[config.mk]
export PLATFORM = sky130hd
export DESIGN_NAME = usb_link_ctrl
export DESIGN_NICKNAME = d
export VERILOG_FILES = /design/src/rtl/usb_link_ctrl.sv
export SDC_FILE = /design/constraint.sdc
export NUM_CORES = 1
export LEC_CHECK = 0
export CAP_MARGIN = 20
export CORE_UTILIZATION = 30
export CTS_CLUSTER_DIAMETER = 50
export DETAILED_ROUTE_END_ITERATION = 16
export GPL_TIMING_DRIVEN = 0
export MAX_ROUTING_LAYER = met4
export PLACE_DENSITY_LB_ADDON = 0.08
export SYNTH_ARGS = -nofsm -noshare
export SYNTH_HDL_FRONTEND = slang
export SYNTH_SLANG_ARGS = --single-unit
[constraint.sdc]
create_clock -name clk48 -period 3.05 [get_ports clk48]
set_input_delay 0.305 -clock clk48 [delete_from_list [all_inputs] [get_ports clk48]]
set_output_delay 0.305 -clock clk48 [all_outputs]
set_load 0.05 [all_outputs]
[src/rtl/usb_link_ctrl.sv]
`default_nettype none
// ============================================================================
//  Module      : usb_link_ctrl
//  Description : Full-speed USB link-state controller sitting between the
//                D+/D- pads and the SIE. Sequences attach by enabling the
//                D+ pullup after a settle delay. Qualifies bus reset (SE0)
//                and suspend (idle J), handles resume (K), and gates the
//                SIE. Single 48 MHz clock domain.
//  Ports       : clk48        - 48 MHz system clock
//                rst_n        - synchronous reset, active low
//                soft_detach  - 1 forces detach (pullup off), top priority
//                usb_d_p/n    - raw pad levels, sampled only
//                usb_pullup   - 1.5k D+ pullup enable
//                link_state   - 0 DETACHED, 1 POWERED, 2 RESET, 3 ACTIVE,
//                               4 SUSPENDED
//                sie_enable   - high while ACTIVE
//                in_reset     - high while RESET
//                bus_reset    - one-cycle pulse on RESET -> ACTIVE
//                suspended    - high while SUSPENDED
//                resume       - one-cycle pulse on SUSPENDED -> ACTIVE
//  Revision    : 1.0  initial release
// ============================================================================
module usb_link_ctrl #(
    parameter int ATTACH_CYCLES  = 48000,
    parameter int RESET_CYCLES   = 120,
    parameter int SUSPEND_CYCLES = 144000
) (
    input  logic       clk48,
    input  logic       rst_n,
    input  logic       soft_detach,
    input  logic       usb_d_p,
    input  logic       usb_d_n,
    output logic       usb_pullup,
    output logic [2:0] link_state,
    output logic       sie_enable,
    output logic       in_reset,
    output logic       bus_reset,
    output logic       suspended,
    output logic       resume
);

    // One shared counter width, large enough for the biggest threshold.
    localparam int c_MAX_AR = (ATTACH_CYCLES > RESET_CYCLES) ? ATTACH_CYCLES : RESET_CYCLES;
    localparam int c_MAX_P  = (c_MAX_AR > SUSPEND_CYCLES) ? c_MAX_AR : SUSPEND_CYCLES;
    localparam int c_CNT_W  = $clog2(c_MAX_P + 1);

    localparam logic [c_CNT_W-1:0] c_ATTACH_LAST  = c_CNT_W'(ATTACH_CYCLES - 1);
    localparam logic [c_CNT_W-1:0] c_RESET_LAST   = c_CNT_W'(RESET_CYCLES - 1);
    localparam logic [c_CNT_W-1:0] c_SUSPEND_LAST = c_CNT_W'(SUSPEND_CYCLES - 1);

    typedef enum logic [2:0] {
        ST_DETACHED  = 3'd0,
        ST_POWERED   = 3'd1,
        ST_RESET     = 3'd2,
        ST_ACTIVE    = 3'd3,
        ST_SUSPENDED = 3'd4
    } state_t;

    state_t             state_q, state_d;
    logic [c_CNT_W-1:0] attach_cnt_q, attach_cnt_d;
    logic [c_CNT_W-1:0] se0_cnt_q, se0_cnt_d;
    logic [c_CNT_W-1:0] idle_cnt_q, idle_cnt_d;
    logic               bus_reset_d, resume_d;

    // Two-flop pad synchronizer; resets to J so the line looks idle.
    logic dp_s1_q, dn_s1_q, dp_s2_q, dn_s2_q;

    // Registered outputs
    logic usb_pullup_q, sie_enable_q, in_reset_q, bus_reset_q, suspended_q, resume_q;

    // Line decode on the second sync stage. SE1 matches none of these.
    logic w_se0, w_j, w_k;
    assign w_se0 = ~dp_s2_q & ~dn_s2_q;
    assign w_j   =  dp_s2_q & ~dn_s2_q;
    assign w_k   = ~dp_s2_q &  dn_s2_q;

    always_comb begin
        state_d      = state_q;
        attach_cnt_d = attach_cnt_q;
        se0_cnt_d    = se0_cnt_q;
        idle_cnt_d   = idle_cnt_q;
        bus_reset_d  = 1'b0;
        resume_d     = 1'b0;

        if (soft_detach) begin
            state_d      = ST_DETACHED;
            attach_cnt_d = '0;
            se0_cnt_d    = '0;
            idle_cnt_d   = '0;
        end else begin
            case (state_q)
                ST_DETACHED: begin
                    if (attach_cnt_q == c_ATTACH_LAST) begin
                        state_d      = ST_POWERED;
                        attach_cnt_d = '0;
                    end else begin
                        attach_cnt_d = attach_cnt_q + 1'b1;
                    end
                end

                ST_RESET: begin
                    // Reset lasts as long as the host holds SE0.
                    se0_cnt_d  = '0;
                    idle_cnt_d = '0;
                    if (!w_se0) begin
                        state_d     = ST_ACTIVE;
                        bus_reset_d = 1'b1;
                    end
                end

                default: begin
                    // POWERED, ACTIVE and SUSPENDED all qualify bus reset.
                    if (w_se0) begin
                        idle_cnt_d = '0;
                        if (se0_cnt_q == c_RESET_LAST) begin
                            state_d   = ST_RESET;
                            se0_cnt_d = '0;
                        end else begin
                            se0_cnt_d = se0_cnt_q + 1'b1;
                        end
                    end else begin
                        se0_cnt_d = '0;
                        if (state_q == ST_ACTIVE) begin
                            if (w_j) begin
                                if (idle_cnt_q == c_SUSPEND_LAST) begin
                                    state_d    = ST_SUSPENDED;
                                    idle_cnt_d = '0;
                                end else begin
                                    idle_cnt_d = idle_cnt_q + 1'b1;
                                end
                            end else begin
                                idle_cnt_d = '0;
                            end
                        end else if ((state_q == ST_SUSPENDED) && w_k) begin
                            state_d  = ST_ACTIVE;
                            resume_d = 1'b1;
                        end
                    end
                end
            endcase
        end
    end

    always_ff @(posedge clk48) begin
        if (!rst_n) begin
            dp_s1_q      <= 1'b1;
            dn_s1_q      <= 1'b0;
            dp_s2_q      <= 1'b1;
            dn_s2_q      <= 1'b0;
            state_q      <= ST_DETACHED;
            attach_cnt_q <= '0;
            se0_cnt_q    <= '0;
            idle_cnt_q   <= '0;
            usb_pullup_q <= 1'b0;
            sie_enable_q <= 1'b0;
            in_reset_q   <= 1'b0;
            bus_reset_q  <= 1'b0;
            suspended_q  <= 1'b0;
            resume_q     <= 1'b0;
        end else begin
            dp_s1_q      <= usb_d_p;
            dn_s1_q      <= usb_d_n;
            dp_s2_q      <= dp_s1_q;
            dn_s2_q      <= dn_s1_q;
            state_q      <= state_d;
            attach_cnt_q <= attach_cnt_d;
            se0_cnt_q    <= se0_cnt_d;
            idle_cnt_q   <= idle_cnt_d;
            // Outputs follow the next state so they change on the same edge.
            usb_pullup_q <= (state_d != ST_DETACHED);
            sie_enable_q <= (state_d == ST_ACTIVE);
            in_reset_q   <= (state_d == ST_RESET);
            bus_reset_q  <= bus_reset_d;
            suspended_q  <= (state_d == ST_SUSPENDED);
            resume_q     <= resume_d;
        end
    end

    assign usb_pullup = usb_pullup_q;
    assign link_state = state_q;
    assign sie_enable = sie_enable_q;
    assign in_reset   = in_reset_q;
    assign bus_reset  = bus_reset_q;
    assign suspended  = suspended_q;
    assign resume     = resume_q;

endmodule
`default_nettype wire

Word level (Yosys, flattened, before mapping)
Cells that the tools add are included.
{ "word_totals": {"reg_bits": 67, "inputBits": 5, "out_inout_bits": 9, "wordCells": 63} }
{ "op_classes": {"add_sub_neg": 3, "n_eq_ne": 9, "n_mux": 21, "n_bitwise": 8, "n_reduce_logical": 8} }
{ "op_table": {"columns": ["operator", "n"], "rows": [
  ["$mux 18", 7],
  ["$pmux 18 s2", 2],
  ["$add 18x1->18 const B", 3],
  ["$mux 3", 9],
  ["$eq 18x16->1 const B", 1],
  ["$eq 18x18->1 const B", 1],
  ["$eq 18x7->1 const B", 1],
  ["$eq 3x2->1 const B", 4],
  ["$eq 3x3->1 const B", 2],
  ["$pmux 3 s2", 1],
  ["$reduce_bool 3->1", 2],
  ["$reduce_or 6->1", 1],
  ["$not 1->1", 5],
  ["$and 1x1->1", 3],
  ["$logic_not 3->1", 1],
  ["$reduce_or 3->1", 1],
  ["$mux 1", 2],
  ["$reduce_and 2->1", 1],
  ["$reduce_or 2->1", 1],
  ["$logic_and 1x1->1", 1]
]} }

Depth between registers and ports, before layout
{ "depth": {"word_depth": 9, "mapped_depth": 8, "mapped_depth_nobuf": 6} }

Worst setup path after synthesis
Ideal clock, no wire load.
{ "synth_path": {"path_kind": "flip-flop to flip-flop", "from": "reg state_q[1], in the netlist link_state[1]", "to": "reg in_reset_q, in the netlist in_reset", "setup_ps": 131, "t_arrival_ps": 1973, "required_time_ps": 2919, "slack_ps": 945, "path_stages_with_launch": 7, "n_path_buf": 1, "synth_period_minus_slack_ps": 2105, "path_cell_list": "dfxtp_1 > clkbuf_2 > nand2b_1 > nor4_2 > a21oi_1 > nor4_1 > nor3b_1"} }
{ "synth_between": {"elab_chain_len": 8, "word_cells_on_any_way": 16, "classes_between": "4 x eq/ne; 10 x mux; 2 x reduce/logical"} }
{ "synth_rtl": {"columns": ["element", "line_no", "text"], "rows": [
  ["start, declared", "59", "state_t state_q, state_d;"],
  ["start signal, assigned", "165", "state_q <= state_d;"],
  ["$eq 3x3->1", "134", "end else if ((state_q == ST_SUSPENDED) && w_k) begin"],
  ["$logic_and 1x1->1", "134", null],
  ["$mux 3", "134", null],
  ["$mux 3", "123", "if (state_q == ST_ACTIVE) begin"],
  ["$mux 3", "113", "if (w_se0) begin"],
  ["$pmux 3 s2 *", "91", "case (state_q)"],
  ["$mux 3 *", "85", "if (soft_detach) begin"],
  ["$eq 3x2->1 *", "172", "in_reset_q <= (state_d == ST_RESET);"],
  ["end signal, assigned", "172", null],
  ["end, declared", "69", "logic usb_pullup_q, sie_enable_q, in_reset_q, bus_reset_q, suspended_q, resume_q;"]
]} }
Mark *: on every way between the ends. The rest lies on a longest branch, timed or not.
A chain may end at the register's enable or synchronous reset.

Worst setup path in the final report
{ "layout_path": {"from": "reg idle_cnt_q[0]", "to": "reg idle_cnt_q[12]"} }
{ "layout_between": {"elab_chain_len": 6, "word_cells_on_any_way": 7, "classes_between": "1 x add/sub; 1 x eq/ne; 5 x mux"} }
{ "layout_rtl": {"columns": ["element", "line_no", "text"], "rows": [
  ["start, declared", "62", "logic [c_CNT_W-1:0] idle_cnt_q, idle_cnt_d;"],
  ["start signal, assigned", "168", "idle_cnt_q <= idle_cnt_d;"],
  ["$add 18x1->18 or $eq 18x18->1 (tied branches)", "129, 125", null],
  ["$mux 18 *", "125", "if (idle_cnt_q == c_SUSPEND_LAST) begin"],
  ["$mux 18 *", "124", "if (w_j) begin"],
  ["$mux 18 *", "123", null],
  ["$mux 18 *", "113", null],
  ["$pmux 18 s2 *", "91", null]
]} }
Mark *: on every way between the ends. The rest lies on a longest branch, timed or not. The select of a mux whose other input is x is not followed.

==> out/metrics.csv <==
metric,value,unit
outcome,finished clean,
Setup crit start kind,register,
CTS root buffer,clkbuf_8,
Clock power frac,0.444,
Clock Latency Late Sink,0.34,ns
Max Clock Skew,0.00809,ns
Fillers,1090,
Final Critical Period,2.15,ns
Reg power frac,0.533,
initial antenna violation count,0,
Die X-Extent,107,um
combinational power share,0.023,
period utilization,0.705,
slew at the pin closest to its max-slew limit,0.726,ns
GR Overflow Total,0,
cell accounting for the most synthesized area,dfxtp_1,
worst-path cell chain,ha_1 -> nand3_1 -> nor2_1 -> a221oi_4 -> o21ai_2 -> buf_2 -> nor2_1,
register area,0.00134,sq mm
routed vias/inst,5.07,
crit path capture type,register,
Final Max Tran Viols,0,
I/O pin count,14,
"Setup violations, final",0,
ys async rst share,0,
row count,37,
register area share after synthesis,0.407,
Crit path arrival time,2.38,ns
die area,0.0114,sq mm
commonest cells in the netlist,"67 x dfxtp_1, 40 x nor2_1, 33 x nand2_1",
drt initial violations,130,
main area contributors after synthesis,"dfxtp_1 41%, nor2_1 4.6%, a21oi_1 4.1%",
Vias,2773,
ANT nets after route,0,
GRT Util Overall,0.154,
Pre-Repair DR Iteration Count,4,
clock buffer depth,2,
top-count cell post-synth,dfxtp_1,
area of the multi-input gates,0.00184,sq mm
Max Cap Viol,0,
Setup Buffers After CTS,0,
H-Tree Depth,3,
post-cts resize count,0,
Post-DP HPWL,5.52,mm
CP max FO,10,
first-pass GRT wire length,13.4,mm
Cell variety after synth,56,
GP Congestion,0.768,
setup TNS,0,ns
total power,1650,uW
Rel. slew slack,0.513,
Syn Area/Cell,8.63,sq um
n_diodes,0,
share of cells above drive strength 1,0.105,
YS warnings,0,
"EDFF count, synth",0,
fmax,465,MHz
Worst VDD drop,0.243,mV
largest net degree at the start of global routing,12,
nets,414,
"Req. time, crit path",3.28,ns
syn nets,390,
number of buffers added on ports,13,
synth-to-layout area growth,14.8,%
die height,107,um
hold_buf cts,0,
core area,0.0105,sq mm
cells after synthesis,382,
"Slowest-stage cell, CP",dfxtp_1,
Worst Hold Class,register to register,
Mapped Area,0.00330,sq mm
vias in the first global route,2670,
total CTS buffers,9,
"Primary FF master, synth",dfxtp_1,
placed cells,531,
P per Cell Area,436,mW/mm^2
RSZ-0062 raised after global routing,no,
post-route insts no fill,547,
# DRC,0,
# clock sinks,67,
drt total wl,7.93,mm
Pint,1270,uW
WL/cell,14.5,um
leakage,0.00115,uW
Clock transition at path regs,0.08,ns
Crit path top cell by count,nor2_1,
Switch Pwr,382,uW
Initial Util,0.314,
Synth Register Bits,67,
Crit Path Category,register to register,
Synth top area share,0.407,
crit-path leading delay family,simple AND/OR/NAND/NOR gates,
Crit path buffers/inverters,1,
Crit path largest cell delay,0.37,ns
switching power share of the total,0.231,
CTS tree,built,
final hold viol count,0,
-- power groups by stage --
stage                     Combinational [uW]  Clock (uW)  Sequential [uW]
after floorplan                         23.2           0              900
final                                   37.9         734              880
after detailed placement                38.3           0              901
after CTS                               38.6         764              880
after global routing                    41.9         802              881
after global placement                  38.8           0              901
-- registers in the layout (all words and copies together), names as in the netlist, 3 cells and up --
| signal | flops |
|---|---|
| link_state | 3 |
| se0_cnt_q | 18 |
| idle_cnt_q | 18 |
| attach_cnt_q | 18 |
-- routing by layer --
layer | vias to the layer above | track usage | part of all wire
met2 | 25 | 0.236 | 0.44
met3 | 7 | 0.0359 | 0.024
li1 | 1456 | - | -
met5 | - | - | 0
met1 | 1285 | 0.201 | 0.52
met4 | 0 | 0.0470 | 0.013
-- path summary, 6_finish.rpt --
path | startpoint | endpoint | slack [ns] | cells after the start
worst max-delay path | idle_cnt_q[0]$_SDFFE_PP0P_ | idle_cnt_q[12]$_SDFFE_PP0P_ | 0.90 | 7
worst min-delay path | dp_s1_q$_SDFF_PN1_ | dp_s2_q$_SDFF_PN1_ | 0.41 | 1
worst max register to register | idle_cnt_q[0]$_SDFFE_PP0P_ | idle_cnt_q[12]$_SDFFE_PP0P_ | 0.90 | 7
worst min register to register | dp_s1_q$_SDFF_PN1_ | dp_s2_q$_SDFF_PN1_ | 0.41 | 1
-- logic make-up after synthesis --
| group | after synthesis | synth area share |
|---|---|---|
| multiplexers | 3 | 0.00986 |
| flip-flops | 67 | 0.407 |
| AND/OR/NAND/NOR | 185 | 0.310 |
| adder cells (fa/ha/maj) | 3 | 0.0114 |
| buffers and inverters | 24 | 0.0368 |
| XOR/XNOR | 22 | 0.0584 |
| AO/OA/AOI/OAI | 78 | 0.167 |
-- area by class of cell --
type / count / area share
inverter: 6 / 0.00595
clock buffer: 12 / 0.0357
clock inverter: 4 / 0.0136
sequential: 67 / 0.354
buffer: 18 / 0.0261
tap: 136 / 0.0450
multi-input combinational: 291 / 0.485
timing repair buffer: 13 / 0.0344
-- cells in the final DEF, fill, tap and decap left out, types with 9 or more instances in the layout --
cell type        instances
a311oi_1                14
a21oi_1                 27
nand4_1                 13
nand3_1                 18
o21ai_0                 15
clkdlybuf4s50_1         13
and2_1                   9
nor2_1                  40
xor2_1                   9
dfxtp_1                 67
xnor2_1                 13
or3_1                    9
clkbuf_8                 9
nand2_1                 33
-- per-stage QoR --
step / worst slack [ns] / hold slack (ns) / util / cell area, sq um
after global placement: 0.739 / 0.396 / 0.342 / 3600
final: 0.900 / 0.415 / 0.360 / 3780
after global routing: 0.722 / 0.437 / 0.360 / 3780
after CTS: 0.879 / 0.421 / 0.360 / 3780
after floorplan: 0.945 / 0.378 / - / 3300
after detailed placement: 0.736 / 0.401 / 0.342 / 3600
(Power assumes the default switching activity.)
